===== src/rtl/sat_accum.sv =====
// sat_accum: 32-bit saturating accumulator, bit-serial in SLICE_W slices; optional `SAT_ACCUM_CNT_EN adds sat_count.
// Latency: result valid N+2 edges after accept counting the accept edge (N = 32/SLICE_W cycles CALC + 1 SAT).
// Backpressure: in_ready only in IDLE; OUT holds out_acc/flags until out_valid && out_ready.
module sat_accum #(
    parameter int SLICE_W = 8
) (
    input  logic        clk,
    input  logic        rst_n,
    input  logic        in_valid,
    output logic        in_ready,
    input  logic [31:0] in_data,
    input  logic        in_sub,
    input  logic        in_clear,
    output logic        out_valid,
    input  logic        out_ready,
    output logic [31:0] out_acc,
    output logic        out_pos_sat,
    output logic        out_neg_sat
`ifdef SAT_ACCUM_CNT_EN
    ,
    output logic [15:0] sat_count
`endif
);
    localparam int N     = 32 / SLICE_W;
    localparam int CNT_W = (N > 1) ? $clog2(N) : 1;

    typedef enum logic [1:0] {IDLE, CALC, SAT, OUT} state_t;

    state_t             state;
    logic [31:0]        a_sh;
    logic [31:0]        b_sh;
    logic [31:0]        sum;
    logic               a_msb;
    logic               b_msb;
    logic               carry;
    logic [CNT_W-1:0]   slice;
    logic [SLICE_W-1:0] slice_sum;
    logic               slice_cout;
    logic               pos_ovf;
    logic               neg_ovf;

    // Operands shift right one slice per cycle; the sum fills in from the top.
    always_comb begin
        {slice_cout, slice_sum} = {1'b0, a_sh[SLICE_W-1:0]} + {1'b0, b_sh[SLICE_W-1:0]}
                                + (SLICE_W+1)'(carry);
    end

    // Sign bits of the effective operands are kept aside since the shifters lose them.
    assign pos_ovf   = !a_msb && !b_msb &&  sum[31];
    assign neg_ovf   =  a_msb &&  b_msb && !sum[31];
    assign in_ready  = (state == IDLE);
    assign out_valid = (state == OUT);

    always_ff @(posedge clk) begin
        if (!rst_n) begin
            state       <= IDLE;
            a_sh        <= '0;
            b_sh        <= '0;
            sum         <= '0;
            a_msb       <= 1'b0;
            b_msb       <= 1'b0;
            carry       <= 1'b0;
            slice       <= '0;
            out_acc     <= '0;
            out_pos_sat <= 1'b0;
            out_neg_sat <= 1'b0;
`ifdef SAT_ACCUM_CNT_EN
            sat_count   <= '0;
`endif
        end else begin
            case (state)
                IDLE: begin
                    if (in_valid) begin
                        a_sh  <= in_clear ? 32'h0 : out_acc;
                        a_msb <= in_clear ? 1'b0 : out_acc[31];
                        b_sh  <= in_sub ? ~in_data : in_data;
                        b_msb <= in_sub ? ~in_data[31] : in_data[31];
                        carry <= in_sub;
                        sum   <= '0;
                        slice <= '0;
                        state <= CALC;
                    end
                end
                CALC: begin
                    sum   <= (sum >> SLICE_W) | (32'(slice_sum) << (32 - SLICE_W));
                    carry <= slice_cout;
                    a_sh  <= a_sh >> SLICE_W;
                    b_sh  <= b_sh >> SLICE_W;
                    slice <= slice + 1'b1;
                    if (slice == CNT_W'(N - 1)) begin
                        state <= SAT;
                    end
                end
                SAT: begin
                    out_acc     <= pos_ovf ? 32'h7FFF_FFFF : (neg_ovf ? 32'h8000_0000 : sum);
                    out_pos_sat <= pos_ovf;
                    out_neg_sat <= neg_ovf;
`ifdef SAT_ACCUM_CNT_EN
                    if ((pos_ovf || neg_ovf) && sat_count != 16'hFFFF) begin
                        sat_count <= sat_count + 16'd1;
                    end
`endif
                    state <= OUT;
                end
                OUT: begin
                    if (out_ready) begin
                        state <= IDLE;
                    end
                end
                default: state <= IDLE;
            endcase
        end
    end
endmodule


===== config.mk =====
export PLATFORM = sky130hd
export DESIGN_NAME = sat_accum
export DESIGN_NICKNAME = d
export VERILOG_FILES = /design/src/rtl/sat_accum.sv
export SDC_FILE = /design/constraint.sdc
export NUM_CORES = 1
export LEC_CHECK = 0
export BUFFER_PORTS_ARGS = -buffer_cell sky130_fd_sc_hd__buf_2
export CORE_MARGIN = 10
export CORE_UTILIZATION = 35
export CTS_BUF_LIST = sky130_fd_sc_hd__clkbuf_4 sky130_fd_sc_hd__clkbuf_8 sky130_fd_sc_hd__clkbuf_16
export CTS_CLUSTER_DIAMETER = 60
export DETAILED_ROUTE_END_ITERATION = 7
export PLACE_DENSITY_LB_ADDON = 0.12
export SLEW_MARGIN = 0
export SYNTH_ARGS = -nofsm -noshare
export SYNTH_HDL_FRONTEND = slang
export SYNTH_SLANG_ARGS = --single-unit

===== constraint.sdc =====
create_clock -name clk -period 3.51 [get_ports clk]
set_input_delay 0.351 -clock clk [delete_from_list [all_inputs] [get_ports clk]]
set_output_delay 0.351 -clock clk [all_outputs]
set_load 0.03 [all_outputs]

; ---- Word level (Yosys, flattened, before mapping)
; Index checks and enable logic that the tools add are counted.
; Widths: inputs -> output; s select.
[word_totals]
in_bits = 38
regBits = 137
out_inout_bits = 36
elab_cells = 56
[op_classes]
reduce_logical = 12
mux = 20
bitwise_logic = 3
eq_ne = 7
addsub = 3
[ops]
columns = operator, n
row1 = $mux 32, 7
row2 = $pmux 32 s2, 3
row3 = $not 32->32, 1
row4 = $or 24x32->32, 1
row5 = $add 8x8->9, 1
row6 = $add 9x1->9, 1
row7 = $mux 2, 4
row8 = $pmux 2 s4, 1
row9 = $eq 2x2->1 const B, 3
row10 = $logic_and 1x1->1, 4
row11 = $ne 2x2->1 const B, 2
row12 = $pmux 2 s2, 1
row13 = $reduce_and 2->1, 2
row14 = $logic_not 1->1, 3
row15 = $mux 1, 3
row16 = $reduce_and 3->1, 1
row17 = $add 2x1->2 const B, 1
row18 = $eq 2x1->1 const B, 1
row19 = $logic_not 2->1, 1
row20 = $ne 2x1->1 const B, 1
row21 = $pmux 1 s2, 1
row22 = $reduce_bool 2->1, 1
row23 = $not 1->1, 1

; ---- Longest topological paths before layout
[depth]
word_depth = 4
ltp_mapped = 9
ltp_nobuf = 8

; ---- Worst setup path before layout
; OpenSTA, ideal clock, no wires.
[synth_path]
kind = register to register
start = reg state[0]
end = reg a_sh[11]
path_buffers = 2
stages_incl_launch_ff = 9
slack_ps = 1602
setup_ps = 125
synth_period_minus_slack_ps = 1908
arrival_time_ps = 1783
required_ps = 3385
path_cell_list = dfxtp_1 > inv_1 > ha_1 > nand2_2 > o21a_1 > buf_6 > buf_4 > a222oi_1 > nor2b_1
[synth_between]
elab_chain_cells = 3
elab_cells_between_ends = 6
classes_between = 2 x eq/ne / 1 x mux / 3 x reduce/logical
[synth_rtl]
columns = element, line_no
row1 = "start, declared", 29  ; state_t state;
row2 = "start signal, assigned", 56  ; state <= IDLE;
row3 = "start signal, assigned", 81  ; state <= CALC;
row4 = "start signal, assigned", 91  ; state <= SAT;
row5 = $logic_not 2->1 *, n/a
row6 = via in_ready, 10  ; output logic in_ready,
row7 = $ne 2x2->1 (no line) / $reduce_bool 2->1 (equally long branches), n/a
row8 = $reduce_and 2->1 (no line), n/a
row9 = "end signal, assigned", 74  ; a_sh <= in_clear ? 32'h0 : out_acc;
row10 = "end signal, assigned", 87  ; a_sh <= a_sh >> SLICE_W;
row11 = "end, declared", 30  ; logic [31:0] a_sh;
; The timed path passes the listed nets; every way through them passes the cells marked *.
; A chain may end at the register's enable or synchronous reset.

; ---- Worst setup path in the final report
[layout_path]
start = reg state[1]
end = reg sum[30]
[layout_between]
elab_chain_cells = 3
elab_cells_between_ends = 6
classes_between = 2 x eq/ne / 1 x mux / 3 x reduce/logical
[layout_rtl]
columns = element, line_no
row1 = $eq 2x1->1 / $logic_not 2->1 (equally long branches), 71  ; case (state)
row2 = $reduce_bool 2->1 (no line) / $ne 2x2->1 (equally long branches), n/a
row3 = $reduce_and 2->1 (no line), n/a
row4 = "end signal, assigned", 85  ; sum <= (sum >> SLICE_W) | (32'(slice_sum) << (32 - SLICE_W));
row5 = "end, declared", 32  ; logic [31:0] sum;
; Several ways; a longest one is shown, not always the timed one.

==> impl_metrics.py <==
metrics = {
    "sta": {
        "rsz0062_at_grt": "no",
        "tns_ps": 0,
        "fin_crit_ps": 2310,
        "final_max_slew_viol_count": 0,
        "setup_viol": 0,
        "hold_viol_final": 0,
        "tightest_slew_ps": 929,
        "relSlewSlack_pct": 38.0,
        "period_share_pct": 65.8,
        "setup_slack_ps": 1200,
        "skew_ps": 9.42,
        "holdWs_ps": 254,
        "fmax_mhz": 433,
    },
    "synth": {
        "synth_adder_area_share_pct": 3.09,
        "syn_avg_cell_area_um2": 9.10,
        "async_reset_ff_share_pct": 0,
        "synth-seq-cells": 137,
        "synthCells": 677,
        "synth_top_family_by_area": "compound AO/OA/AOI/OAI gates",
        "synth_compound_area_share_pct": 21.9,
        "synth.distinct_cells": 43,
        "ys.flop_type": "dfxtp_1",
        "yosys_warnings": 0,
        "seq_area_frac_synth_pct": 44.5,
        "synth.most_common_cell": "dfxtp_1",
        "netlist_area_um2": 6160,
        "synth_edf_count": 0,
        "synth_common_cells": "dfxtp_1 (137), nand2_1 (88), nor2b_1 (88)",
        "yosysTopAreaCell": "dfxtp_1",
        "yosys-top-cells-area": "dfxtp_1 (45%), nor2b_1 (8.9%), nand2_1 (5.4%), a221oi_1 (4.4%), a22oi_1 (4.4%)",
        "synthSimpleGateAreaFrac_pct": 20.2,
        "synth_nets": 729,
        "synth.area.mux_share_pct": 0.325,
        "post_synth_xor_area_fraction_pct": 4.84,
        "synth_top_area_share_pct": 44.5,
    },
    "global_routing": {
        "grt_util_all_layers_pct": 14.5,
        "first_global_vias": 5217,
        "grt_overflow": 0,
        "grt_antenna_before_repair": 0,
        "grt_pass1_wl_um": 27800,
        "grt_start_max_net_pins": 74,
    },
    "outcome": {
        "status": "complete, no violations",
    },
    "hold_path": {
        "hold_class": "in -> reg",
        "whs_path_depth": 3,
        "hp-start": "in_valid",
        "worstHoldEndpoint": "a_msb",
    },
    "worst_setup_path": {
        "path_class": "reg -> reg",
        "r2r-end": "sum[30]",
        "rr_startpoint": "state[1]",
        "cp_slowest_cell": "buf_4",
        "cp.required_ps": 3830,
        "crit_path_start_kind": "flop",
        "crit_path_frequent_cell": "buf_4",
        "crit_buf_inv": 3,
        "worst-path-stages": 7,
        "worstPathArrival_ps": 2630,
        "rrSetupSlack_ps": 1200,
        "reg2reg_depth": 7,
        "crit_path_max_fanout": 73,
        "crit_chain": "inv_1, ha_2, buf_4, and2_1, buf_4, nand2_1, o31ai_1",
        "cp_top_family": "buffers and inverters",
        "endpoint_kind": "flop",
        "critPathMaxStageDelay_ps": 560,
    },
    "final_layout": {
        "drive_gt1_share_pct": 17.0,
        "diodes": 0,
        "final_util_pct": 42.0,
        "nets": 776,
        "syn_to_final_growth_pct": 17.9,
    },
    "placement": {
        "place.gp.congestion": 0.823,
        "port_buffers": 73,
        "pre_cts_ws_ps": 1210,
        "dp_hpwl_um": 11100,
    },
    "cts": {
        "cts-buffers-inserted": 17,
        "cts-hold-fix-buffers": 0,
        "cts.htree.levels": 4,
        "clk_pin_slew_worst_paths_ps": 60,
        "cts_tree": "yes",
        "post_cts_buffers": 0,
        "ctsResizeCount": 0,
        "clkSinkCount": 137,
        "clock_latency_ps": 420,
        "cts_root_buf": "clkbuf_16",
        "cts_buffer_depth": 2,
    },
    "flow_run": {
        "cap_violations": 0,
    },
    "route": {
        "wire_per_inst_um": 17.4,
        "drtPass1Iterations": 5,
        "viasPerCell": 5.27,
        "drt.antenna.violating_nets": 0,
        "drt-total-wl_um": 16800,
        "initialDrtViolationCount": 318,
        "drc_errors": 0,
        "via_count": 5066,
    },
    "die": {
        "die_x_um": 153,
        "die_area_um2": 23300,
        "dieHeight_um": 153,
        "core_um2": 17300,
        "initial_core_util_pct": 35.6,
        "rows": 48,
        "ios": 74,
    },
    "power": {
        "power.total_w": 0.00534,
        "power_density_nw_per_um2": 736,
        "ir_worst_vdd_uv": 388,
        "p_leak_nw": 2.61,
    },
}
-- routing by layer --
layer	up-vias	part of all wire, %	wire length [µm]	global-route usage (%)
met5	-	0	0	0
met4	0	1.8	303	5.45
met3	20	3.9	654	3.44
met2	103	47	7880	23.7
met1	2442	47	7920	17.9
li1	2501	-	-	-
-- layout by cell type, fill, tap and decap left out, types with 4 or more instances in the layout --
cell       instances
a211oi_1          11
a21boi_0          28
a21boi_1           4
a21oi_1            8
a221oi_1          31
a222oi_1          15
a22oi_1           36
buf_2             73
buf_4             11
clkbuf_16         17
clkinv_2           4
dfxtp_1          137
ha_1              11
inv_1              8
nand2_1           88
nand3_1           11
nor2_1            19
nor2b_1           88
nor3b_1           19
o21ai_0           36
xnor2_1           25
xor2_1             9
-- worst register-to-register path, delay by kind of cell (launching register included) --
family | cells | cell delay [ps]
adders and majority gates | 1 | 170
and+or+nand+nor | 2 | 360
buffers and inverters | 3 | 1080
AOI/OAI and AO/OA | 1 | 260
DFF | 1 | 330
-- worst max path at each step --
stage,startpoint,slack (ps),to
2_1_floorplan,state[0],1600,a_sh[11]
5_1_grt,state[0],1020,a_sh[19]
6_report,state[1],1200,sum[30]
4_1_cts,state[1],1200,sum[30]
3_5_place_dp,state[1],1210,sum[30]
3_3_place_gp,state[1],1290,sum[30]
-- state kept, by name, indices dropped and copies added, names as in the netlist --
register     flops
carry            1
a_msb            1
sum             32
slice            2
out_neg_sat      1
b_sh            32
b_msb            1
state            2
out_acc         32
out_pos_sat      1
a_sh            32
-- cell families (layout without fill, tap and decap cells) --
| kind of cell | count (synthesis) | after routing |
|---|---|---|
| DFF | 137 | 137 |
| adders and majority gates | 14 | 14 |
| xor gates and xnor gates | 34 | 34 |
| muxes | 2 | 2 |
| buffers and inverters | 66 | 125 |
| AOI/OAI and AO/OA | 184 | 184 |
| and+or+nand+nor | 240 | 240 |
-- per-stage QoR --
| step | cell area [µm²] | cells |
|---|---|---|
| 6_report | 7260 | 961 |
| 5_1_grt | 7260 | 961 |
| 4_1_cts | 7260 | 961 |
| 3_5_place_dp | 6660 | 930 |
| 3_3_place_gp | 6660 | 930 |
| 2_1_floorplan | 6160 | 677 |
-- cell type report --
cell class                      instances  area [µm²]
Clock buffer                           19         453
Clock inverter                         12         150
Fill cell                            1732       10000
Inverter                                8        30.0
Multi-Input combinational cell        474        3110
Sequential cell                       137        2740
Tap cell                              225         282
Timing Repair Buffer                   86         488
-- where the power goes --
part | internal [W] | leakage [nW] | switching, W
registers | 0.00177 | 1.11 | 0.000141
logic | 0.000506 | 1.21 | 0.00110
clock network | 0.00115 | 0.291 | 0.000679
total | 0.00342 | 2.61 | 0.00192
No activity file was read; power rests on OpenSTA's default activity.
